$ cat src/rtl/pwm_led_pkg.sv
// rtl/pwm_led_pkg.sv - shared state encoding, register offsets and CTRL bit indices for pwm_led_bank
package pwm_led_pkg;

  typedef enum logic [1:0] {
    IDLE  = 2'd0,
    ARM   = 2'd1,
    RUN   = 2'd2,
    DRAIN = 2'd3
  } state_t;

  localparam logic [7:0] DUTY_BASE    = 8'h00;
  localparam logic [7:0] CTRL_OFF     = 8'h40;
  localparam logic [7:0] PRESCALE_OFF = 8'h44;
  localparam logic [7:0] STATUS_OFF   = 8'h48;
  localparam logic [7:0] TARGET_BASE  = 8'h80;
  localparam logic [7:0] STEP_OFF     = 8'hC0;

  localparam int CTRL_EN_BIT     = 0;
  localparam int CTRL_FREEZE_BIT = 1;

endpackage

$ cat src/rtl/pwm_channel.sv
// rtl/pwm_channel.sv - one PWM channel: duty shadow, compare, polarity flop
// Fade stepper present only when PWM_LED_BANK_FADE_EN is defined.
module pwm_channel
  import pwm_led_pkg::*;
#(
  parameter int PWM_W      = 8,
  parameter bit ACTIVE_LOW = 1'b1
) (
  input  logic             clk,
  input  logic             reset,
  input  logic             active,
  input  logic             load,
  input  logic             wrap,
  input  logic             freeze,
  input  logic [PWM_W-1:0] cnt,
  input  logic [PWM_W:0]   duty,
`ifdef PWM_LED_BANK_FADE_EN
  input  logic [PWM_W:0]   target,
  input  logic [7:0]       step,
  output logic             settled,
`endif
  output logic             pwm_out
);

  localparam int SW = PWM_W + 1;

  logic [SW-1:0] shadow;
  logic [SW-1:0] wrap_value;
  logic          raw;

`ifdef PWM_LED_BANK_FADE_EN
  localparam int DW = (SW > 8) ? SW : 8;

  logic          up;
  logic [DW-1:0] diff;
  logic [DW-1:0] amt;

  // Clamp the step to the remaining distance so the shadow never overshoots.
  always_comb begin
    up   = (target >= shadow);
    diff = up ? DW'(target - shadow) : DW'(shadow - target);
    amt  = (DW'(step) < diff) ? DW'(step) : diff;
    if (step != 8'd0) begin
      wrap_value = up ? shadow + SW'(amt) : shadow - SW'(amt);
    end else begin
      wrap_value = duty;
    end
  end

  assign settled = (shadow == target);
`else
  assign wrap_value = duty;
`endif

  assign raw = active & ({1'b0, cnt} < shadow);

  always_ff @(posedge clk or negedge reset) begin
    if (!reset) begin
      shadow  <= '0;
      pwm_out <= ACTIVE_LOW;
    end else begin
      if (load) begin
        shadow <= duty;
      end else if (wrap && !freeze) begin
        shadow <= wrap_value;
      end
      pwm_out <= raw ^ ACTIVE_LOW;
    end
  end

endmodule

$ cat src/rtl/pwm_led_bank.sv
// rtl/pwm_led_bank.sv - memory-mapped PWM bank: bus decode, prescaler, period counter, FSM
// Optional TARGET/STEP fader enabled by defining PWM_LED_BANK_FADE_EN.
module pwm_led_bank
  import pwm_led_pkg::*;
#(
  parameter int NUM_CH     = 4,
  parameter int PWM_W      = 8,
  parameter int PRE_W      = 16,
  parameter bit ACTIVE_LOW = 1'b1
) (
  input  logic              clk,
  input  logic              reset,
  input  logic              bus_sel,
  input  logic              bus_wren,
  input  logic [7:0]        bus_addr,
  input  logic [31:0]       bus_wdata,
  output logic [31:0]       bus_rdata,
  output logic [NUM_CH-1:0] pwm_out,
  output logic              period_tick
);

  state_t           state;
  logic [PWM_W:0]   duty [NUM_CH];
  logic             ctrl_en;
  logic             ctrl_freeze;
  logic [PRE_W-1:0] prescale;
  logic [PRE_W-1:0] pre_cnt;
  logic [PWM_W-1:0] pwm_cnt;

  logic        wr;
  logic        rd;
  logic [7:0]  word;
  logic        en_next;
  logic        counting;
  logic        tick;
  logic        wrap;
  logic        fading;
  logic [31:0] status_word;
  logic [31:0] rdata_next;
  logic        unused_bits;

  assign wr   = bus_sel & bus_wren;
  assign rd   = bus_sel & ~bus_wren;
  assign word = bus_addr & 8'hFC;

  // Truncated write bits and the ignored byte-lane bits feed nothing.
  assign unused_bits = ^{bus_wdata, bus_addr[1:0]};

  assign en_next  = (wr && word == CTRL_OFF) ? bus_wdata[CTRL_EN_BIT] : ctrl_en;
  assign counting = (state == RUN) || (state == DRAIN);
  assign tick     = counting && (pre_cnt == prescale);
  assign wrap     = tick && (pwm_cnt == '1);

`ifdef PWM_LED_BANK_FADE_EN
  logic [PWM_W:0]    target [NUM_CH];
  logic [7:0]        step;
  logic [NUM_CH-1:0] settled;

  assign fading = ~&settled;

  always_ff @(posedge clk or negedge reset) begin
    if (!reset) begin
      for (int i = 0; i < NUM_CH; i++) target[i] <= '0;
      step <= '0;
    end else if (wr) begin
      for (int i = 0; i < NUM_CH; i++) begin
        if (word == TARGET_BASE + 8'(4 * i)) target[i] <= bus_wdata[PWM_W:0];
      end
      if (word == STEP_OFF) step <= bus_wdata[7:0];
    end
  end
`else
  assign fading = 1'b0;
`endif

  always_ff @(posedge clk or negedge reset) begin
    if (!reset) begin
      for (int i = 0; i < NUM_CH; i++) duty[i] <= '0;
      ctrl_en     <= 1'b0;
      ctrl_freeze <= 1'b0;
      prescale    <= '0;
    end else if (wr) begin
      for (int i = 0; i < NUM_CH; i++) begin
        if (word == DUTY_BASE + 8'(4 * i)) duty[i] <= bus_wdata[PWM_W:0];
      end
      if (word == CTRL_OFF) begin
        ctrl_en     <= bus_wdata[CTRL_EN_BIT];
        ctrl_freeze <= bus_wdata[CTRL_FREEZE_BIT];
      end
      if (word == PRESCALE_OFF) prescale <= bus_wdata[PRE_W-1:0];
    end
  end

  always_comb begin
    status_word              = '0;
    status_word[0]           = (state != IDLE);
    status_word[1]           = fading;
    status_word[PWM_W+8:8]   = {1'b0, pwm_cnt};
  end

  always_comb begin
    rdata_next = '0;
    for (int i = 0; i < NUM_CH; i++) begin
      if (word == DUTY_BASE + 8'(4 * i)) rdata_next = 32'(duty[i]);
`ifdef PWM_LED_BANK_FADE_EN
      if (word == TARGET_BASE + 8'(4 * i)) rdata_next = 32'(target[i]);
`endif
    end
    if (word == CTRL_OFF)     rdata_next = {30'd0, ctrl_freeze, ctrl_en};
    if (word == PRESCALE_OFF) rdata_next = 32'(prescale);
    if (word == STATUS_OFF)   rdata_next = status_word;
`ifdef PWM_LED_BANK_FADE_EN
    if (word == STEP_OFF)     rdata_next = 32'(step);
`endif
  end

  always_ff @(posedge clk or negedge reset) begin
    if (!reset) begin
      bus_rdata <= '0;
    end else if (rd) begin
      bus_rdata <= rdata_next;
    end
  end

  // A prescale lowered below the live pre_cnt restarts the prescaler without a tick.
  always_ff @(posedge clk or negedge reset) begin
    if (!reset) begin
      state       <= IDLE;
      pre_cnt     <= '0;
      pwm_cnt     <= '0;
      period_tick <= 1'b0;
    end else begin
      period_tick <= wrap;
      case (state)
        IDLE: begin
          pre_cnt <= '0;
          pwm_cnt <= '0;
          if (en_next) state <= ARM;
        end
        ARM: begin
          pre_cnt <= '0;
          pwm_cnt <= '0;
          state   <= RUN;
        end
        RUN, DRAIN: begin
          pre_cnt <= (pre_cnt >= prescale) ? '0 : pre_cnt + PRE_W'(1);
          if (tick) pwm_cnt <= pwm_cnt + PWM_W'(1);
          if (state == RUN) begin
            if (!en_next) state <= DRAIN;
          end else if (en_next) begin
            state <= RUN;
          end else if (wrap) begin
            state <= IDLE;
          end
        end
        default: state <= IDLE;
      endcase
    end
  end

  for (genvar g = 0; g < NUM_CH; g++) begin : g_ch
    pwm_channel #(
      .PWM_W      (PWM_W),
      .ACTIVE_LOW (ACTIVE_LOW)
    ) u_ch (
      .clk     (clk),
      .reset   (reset),
      .active  (counting),
      .load    (state == ARM),
      .wrap    (wrap),
      .freeze  (ctrl_freeze),
      .cnt     (pwm_cnt),
      .duty    (duty[g]),
`ifdef PWM_LED_BANK_FADE_EN
      .target  (target[g]),
      .step    (step),
      .settled (settled[g]),
`endif
      .pwm_out (pwm_out[g])
    );
  end

endmodule

$ cat config.mk
export PLATFORM = sky130hd
export DESIGN_NAME = pwm_led_bank
export DESIGN_NICKNAME = d
export VERILOG_FILES = /design/src/rtl/pwm_led_pkg.sv /design/src/rtl/pwm_channel.sv /design/src/rtl/pwm_led_bank.sv
export SDC_FILE = /design/constraint.sdc
export NUM_CORES = 1
export LEC_CHECK = 0
export CAP_MARGIN = 30
export CORE_MARGIN = 2
export CORE_UTILIZATION = 51
export CTS_CLUSTER_DIAMETER = 30
export DETAILED_ROUTE_END_ITERATION = 10
export MAX_ROUTING_LAYER = met4
export PLACE_DENSITY_LB_ADDON = 0.05
export SYNTH_ARGS = -nofsm -noshare
export SYNTH_HDL_FRONTEND = slang
export SYNTH_SLANG_ARGS = --single-unit
export TNS_END_PERCENT = 20
$ cat constraint.sdc
create_clock -name clk -period 2.45 [get_ports clk]
set_input_delay 0.245 -clock clk [delete_from_list [all_inputs] [get_ports clk]]
set_output_delay 0.245 -clock clk [all_outputs]
set_load 0.01 [all_outputs]
**Word level (Yosys, flattened, before mapping)**

Index checks and enable logic that the tools add are counted.

- Bits in registers: 153

- Mux-type cells: 26
- Magnitude comparators: 5
- Eq/ne operators: 15
- $add $sub $neg: 2
- Reductions and logical operators: 19
- Bitwise gates (word level): 11

Operator list:

| operator | count |
|---|---|
| $mux 32 | 6 |
| $mux 9 | 9 |
| $lt 8x9->1 | 4 |
| $pmux 16 s2 | 1 |
| $eq 6x5->1 const B | 3 |
| $add 16x1->16 const B | 1 |
| $eq 16x16->1 | 1 |
| $ge 16x16->1 | 1 |
| $mux 16 | 1 |
| $pmux 8 s2 | 1 |
| $eq 6x2->1 const B | 2 |
| $reduce_and 2->1 | 6 |
| $mux 2 | 5 |
| $add 8x1->8 const B | 1 |
| $eq 8x8->1 const B | 1 |
| $logic_not 8->1 | 1 |
| $mux 8 | 1 |
| $and 1x1->1 | 6 |
| $eq 6x1->1 const B | 1 |
| $pmux 2 s3 | 1 |
| $not 1->1 | 5 |
| $eq 2x2->1 const B | 2 |
| $logic_and 1x1->1 | 4 |
| $ne 2x2->1 const B | 2 |
| 10 further kinds | 12 |

**Longest topological paths before layout**

- Depth after elaboration: 8
- Gate-level depth with buffers: 8

**Cells and area by module**

A second synthesis with hierarchy kept.

- Cell total of the unflattened synthesis: 652
- Area, all modules: 7155.6 um2

By module, submodules not included:

| module | sequential area each (um2) | area each (um2) | instances | cells each |
|---|---|---|---|---|
| pwm_led_bank | 2427.3 | 4883.4 | 1 | 456 |
| pwm_channel | 251.5 | 568.0 | 4 | 49 |

**Worst setup path after synthesis**

No wires, ideal clock.

- Path type: reg-to-reg
- Start point: register pre_cnt[9]
- End point: register pre_cnt[10]
- Setup time: 0.121 ns
- Path buffers: 1
- Slack: 0.118 ns
- Cell stages (with the launch flop): 8
- Data required time: 2.329 ns
- Arrival: 2.211 ns
- Path through: dfrtp_1 ha_1 nand4_1 nor4_1 a2111oi_0 nand3_1 buf_2 nor2_1

- Word-level cells in the longest chain between the ends: 3
- Elaborated cells on any way between the ends: 4
- Classes of those cells: add/sub: 1; order compare: 1; mux: 2

Ends and longest elaborated chain:

| item | RTL line | text |
|---|---|---|
| from (decl) | pwm_led_bank.sv:27 | `logic [PRE_W-1:0] pre_cnt;` |
| from (signal assigned) | pwm_led_bank.sv:146 | `pre_cnt <= (pre_cnt >= prescale) ? '0 : pre_cnt + PRE_W'(1);` |
| $add 16x1->16 / $ge 16x16->1 (equally long branches) | pwm_led_bank.sv:146 |  |
| $mux 16 (*) | pwm_led_bank.sv:146 |  |
| $pmux 16 s2 (*) | pwm_led_bank.sv:134 | `case (state)` |

Every way passes the cells marked *; elsewhere a longest branch is shown, timed or not.
A chain may end at the register's enable or synchronous reset.

**Worst setup path in the final report**

- Start point: register pre_cnt[9]
- End point: register g_ch[3].u_ch.shadow[1]

- Word-level cells in the longest chain between the ends: 5

Ends and longest elaborated chain:

| item | RTL line | text |
|---|---|---|
| $eq 16x16->1 | pwm_led_bank.sv:51 | `assign tick = counting && (pre_cnt == prescale);` |
| $logic_and 1x1->1 | pwm_led_bank.sv:51 |  |
| $logic_and 1x1->1 | pwm_led_bank.sv:52 | `assign wrap = tick && (pwm_cnt == '1);` |
| $logic_and 1x1->1 | pwm_channel.sv:64 | `end else if (wrap && !freeze) begin` |
| $reduce_bool 2->1 (no line) | - |  |
| to (signal assigned) | pwm_channel.sv:63 | `shadow <= duty;` |
| to (signal assigned) | pwm_channel.sv:65 | `shadow <= wrap_value;` |
| to (decl) | pwm_channel.sv:27 | `logic [SW-1:0] shadow;` |

Every way passes these cells.

==> metrics.cfg <==
[grt]
grt_pass1_vias = 4973
antenna_found_initial = 0
grt_usage_pct = 25.3
grt_max_degree = 57
grt_overflow_total = 0
grt_pass1_wl_mm = 26.8

[sta]
fin_crit_ns = 2.28
worst_pin_slew_ns = 0.556
hold_viol = 0
fin_worst_skew_ns = 0.00737
fin_setup_tns_ns = 0
post-route-period-util_pct = 93.0
max_freq_ghz = 0.439
slew_headroom_pct = 62.9
rsz0062_at_grt = false
final-setup-viol-count = 0
finalMaxSlewViolations = 0

[clock_tree]
clk_pin_slew_ns = 0.06
worstSkewPairLatency_ns = 0.43
root_buffer = clkbuf_16
clock-sinks = 137
post_cts_buffers = 0
htreeDepth = 4
clockBufferDepth = 2
cts_buffers = 17
cts_tree = done

[placed_design]
post_dp_cell_area_um2 = 7830
place_hpwl_mm = 12.2
io_buffers = 46
place_congestion = 0.857

[critical_path]
r2r_cells = 7
critPathRequiredTime_ns = 2.76
cp-end-kind = flip-flop
worstSetupPathType = reg2reg
r2r-start = pre_cnt[9]
r2r_setup_slack_ns = 0.17
crit_path_max_fanout = 12
arrival_ns = 2.58
startpoint_type = flip-flop
regToRegEndpoint = g_ch[3].u_ch.shadow[1]

[hold_path]
min_path_type = in2async

[layout]
num-nets-final = 800
area_growth_pct = 22.4
nFillCells = 1069
mostFrequentLayoutCell = dfrtp_1
drive_above_1_share_pct = 22.1
diodes = 0
layout.cells.most_common_list = 133 x dfrtp_1, 79 x mux2_2, 62 x nor2_1
finalInstanceArea_um2 = 8550

[drt]
drt_iter0_markers = 324
wl_mm = 16.8
route.vias.total = 4975
wire_per_inst_um = 18.7
via_per_inst = 5.53
dr.pass1.iters = 5
drc = 0
detail-route-antenna-nets = 0

[floorplan]
coreArea_um2 = 13300
die-height_um = 121
dieArea_um2 = 14600
row_count = 42
ios = 81
start_util_pct = 52.5
die_width_um = 121

[synth]
yosysTopAreaCellShare_pct = 47.7
yosysTopAreaCell = dfrtp_1
ys_seq_area_share_pct = 49.2
ys_types = 54
ys_warn_count = 0
synth-edff-count = 0
synthTopCellsByArea = dfrtp_1 48%, mux2_2 13%, ha_1 8.2%, nor2_1 3.3%, inv_1 2.7%
syn_area_per_cell_um2 = 11.0
ys_ff_latch = 137
ys_async_sr_fraction_pct = 100
synth_top_flop_cell = dfrtp_1
syn-cell-area_um2 = 6980
netlist_instances = 633

[run_status]
status = complete, no violations

[job]
cap_violations = 0

[pwr]
peakVddDrop_mv = 0.462
leakage_nw = 4.05
power.density_nw_per_um2 = 697

==> metrics by stage <==
stage	hold slack [ns]	total power [mW]	worst slack (ns)	utilization, %	instances
after detailed placement	0.251	2.92	0.0274	58.9	866
after CTS	0.364	6.00	0.149	64.3	899
after global placement	0.241	2.90	0.0460	58.9	866
after global routing	0.394	6.15	0.0208	64.3	899
final	0.356	5.96	0.171	64.3	899
after floorplan	-0.0506	2.69	0.118	-	648
==> worst max path at each step <==
stage / from / slack, ns / cells after the start / end
final: pre_cnt[9] / 0.17 / 7 / g_ch[3].u_ch.shadow[1]
after global routing: pre_cnt[9] / 0.02 / 8 / pwm_cnt[4]
after CTS: pre_cnt[10] / 0.15 / 7 / g_ch[3].u_ch.shadow[1]
after detailed placement: bus_addr[5] / 0.03 / 6 / state[0]
after global placement: bus_addr[5] / 0.05 / 6 / state[0]
after floorplan: pre_cnt[9] / 0.12 / 7 / pre_cnt[10]
==> sequential cells by signal, summed over array words and instances (netlist names), 2 cells and up <==
| signal | cells |
|---|---|
| g_ch.u_ch.pwm_out | 4 |
| g_ch.u_ch.shadow | 36 |
| pre_cnt | 16 |
| pwm_cnt | 8 |
| bus_rdata | 16 |
| duty | 36 |
| prescale | 16 |
| state | 2 |
==> cell usage after synthesis (3+ instances only) <==
| cell | n |
|---|---|
| nand4_1 | 13 |
| inv_1 | 50 |
| nand3_1 | 21 |
| nor3_1 | 9 |
| a21o_1 | 5 |
| o221ai_1 | 6 |
| a221oi_1 | 7 |
| clkbuf_1 | 12 |
| mux2i_1 | 5 |
| nor2_1 | 62 |
| nor4_1 | 4 |
| buf_2 | 6 |
| nor2b_1 | 6 |
| o21ai_0 | 27 |
| o211ai_1 | 6 |
| dfstp_2 | 4 |
| a21oi_1 | 10 |
| a211oi_1 | 3 |
| xor2_1 | 11 |
| o211a_1 | 4 |
| xnor2_1 | 10 |
| buf_4 | 20 |
| mux2_2 | 79 |
| nor2_2 | 3 |
| ha_1 | 46 |
| nand2b_1 | 7 |
| o31ai_1 | 4 |
| nand2_1 | 34 |
| dfrtp_1 | 133 |
==> critical path, cell delays in order (launching register included) <==
cell and delay (ns):
dfrtp_1 0.45, ha_1 0.33, nand4_1 0.18, nor3_1 0.30, nand4b_1 0.19, a2bb2oi_4 0.21
buf_4 0.21, mux2_2 0.29
==> layout make-up <==
type | instances | area, um^2 | share of cell area [%]
Clock buffer | 19 | 433 | 5.06
Clock inverter | 13 | 273 | 3.19
Inverter | 51 | 191 | 2.24
Multi-Input combinational cell | 421 | 3210 | 37.6
Sequential cell | 137 | 3430 | 40.2
Tap cell | 176 | 220 | 2.58
Timing Repair Buffer | 82 | 785 | 9.18
==> repair_timing <==
| item | in CTS | in global routing |
|---|---|---|
| gates resized for setup | 0 | 1 |
| hold buffers | 1 | 0 |
| endpoints found under the hold margin | 51 | 0 |
| endpoints found under the setup margin | 0 | 13 |
==> kinds of logic after synthesis <==
logic type | count (synthesis) | share of synthesized area, %
buf+inv | 90 | 6.02
compound gates | 86 | 8.44
fa+ha+maj | 46 | 8.24
simple gates | 165 | 11.0
mux | 87 | 14.4
other cells | 1 | 0.0537
flops | 137 | 49.2
xor+xnor | 21 | 2.63
==> power by group <==
group	leakage, nW	internal, mW	switching [mW]
clock network	0.333	2.11	0.973
logic	1.94	0.197	0.230
registers	1.78	2.37	0.0778
==> routing by layer <==
layer / track usage [%] / part of all wire [%] / vias up
li1: - / - / 2337
met2: 39.0 / 47 / 150
met5: - / 0 / -
met3: 5.92 / 5.5 / 29
met1: 33.0 / 45 / 2459
met4: 8.72 / 2.0 / 0
No activity file was read; power rests on OpenSTA's default activity.
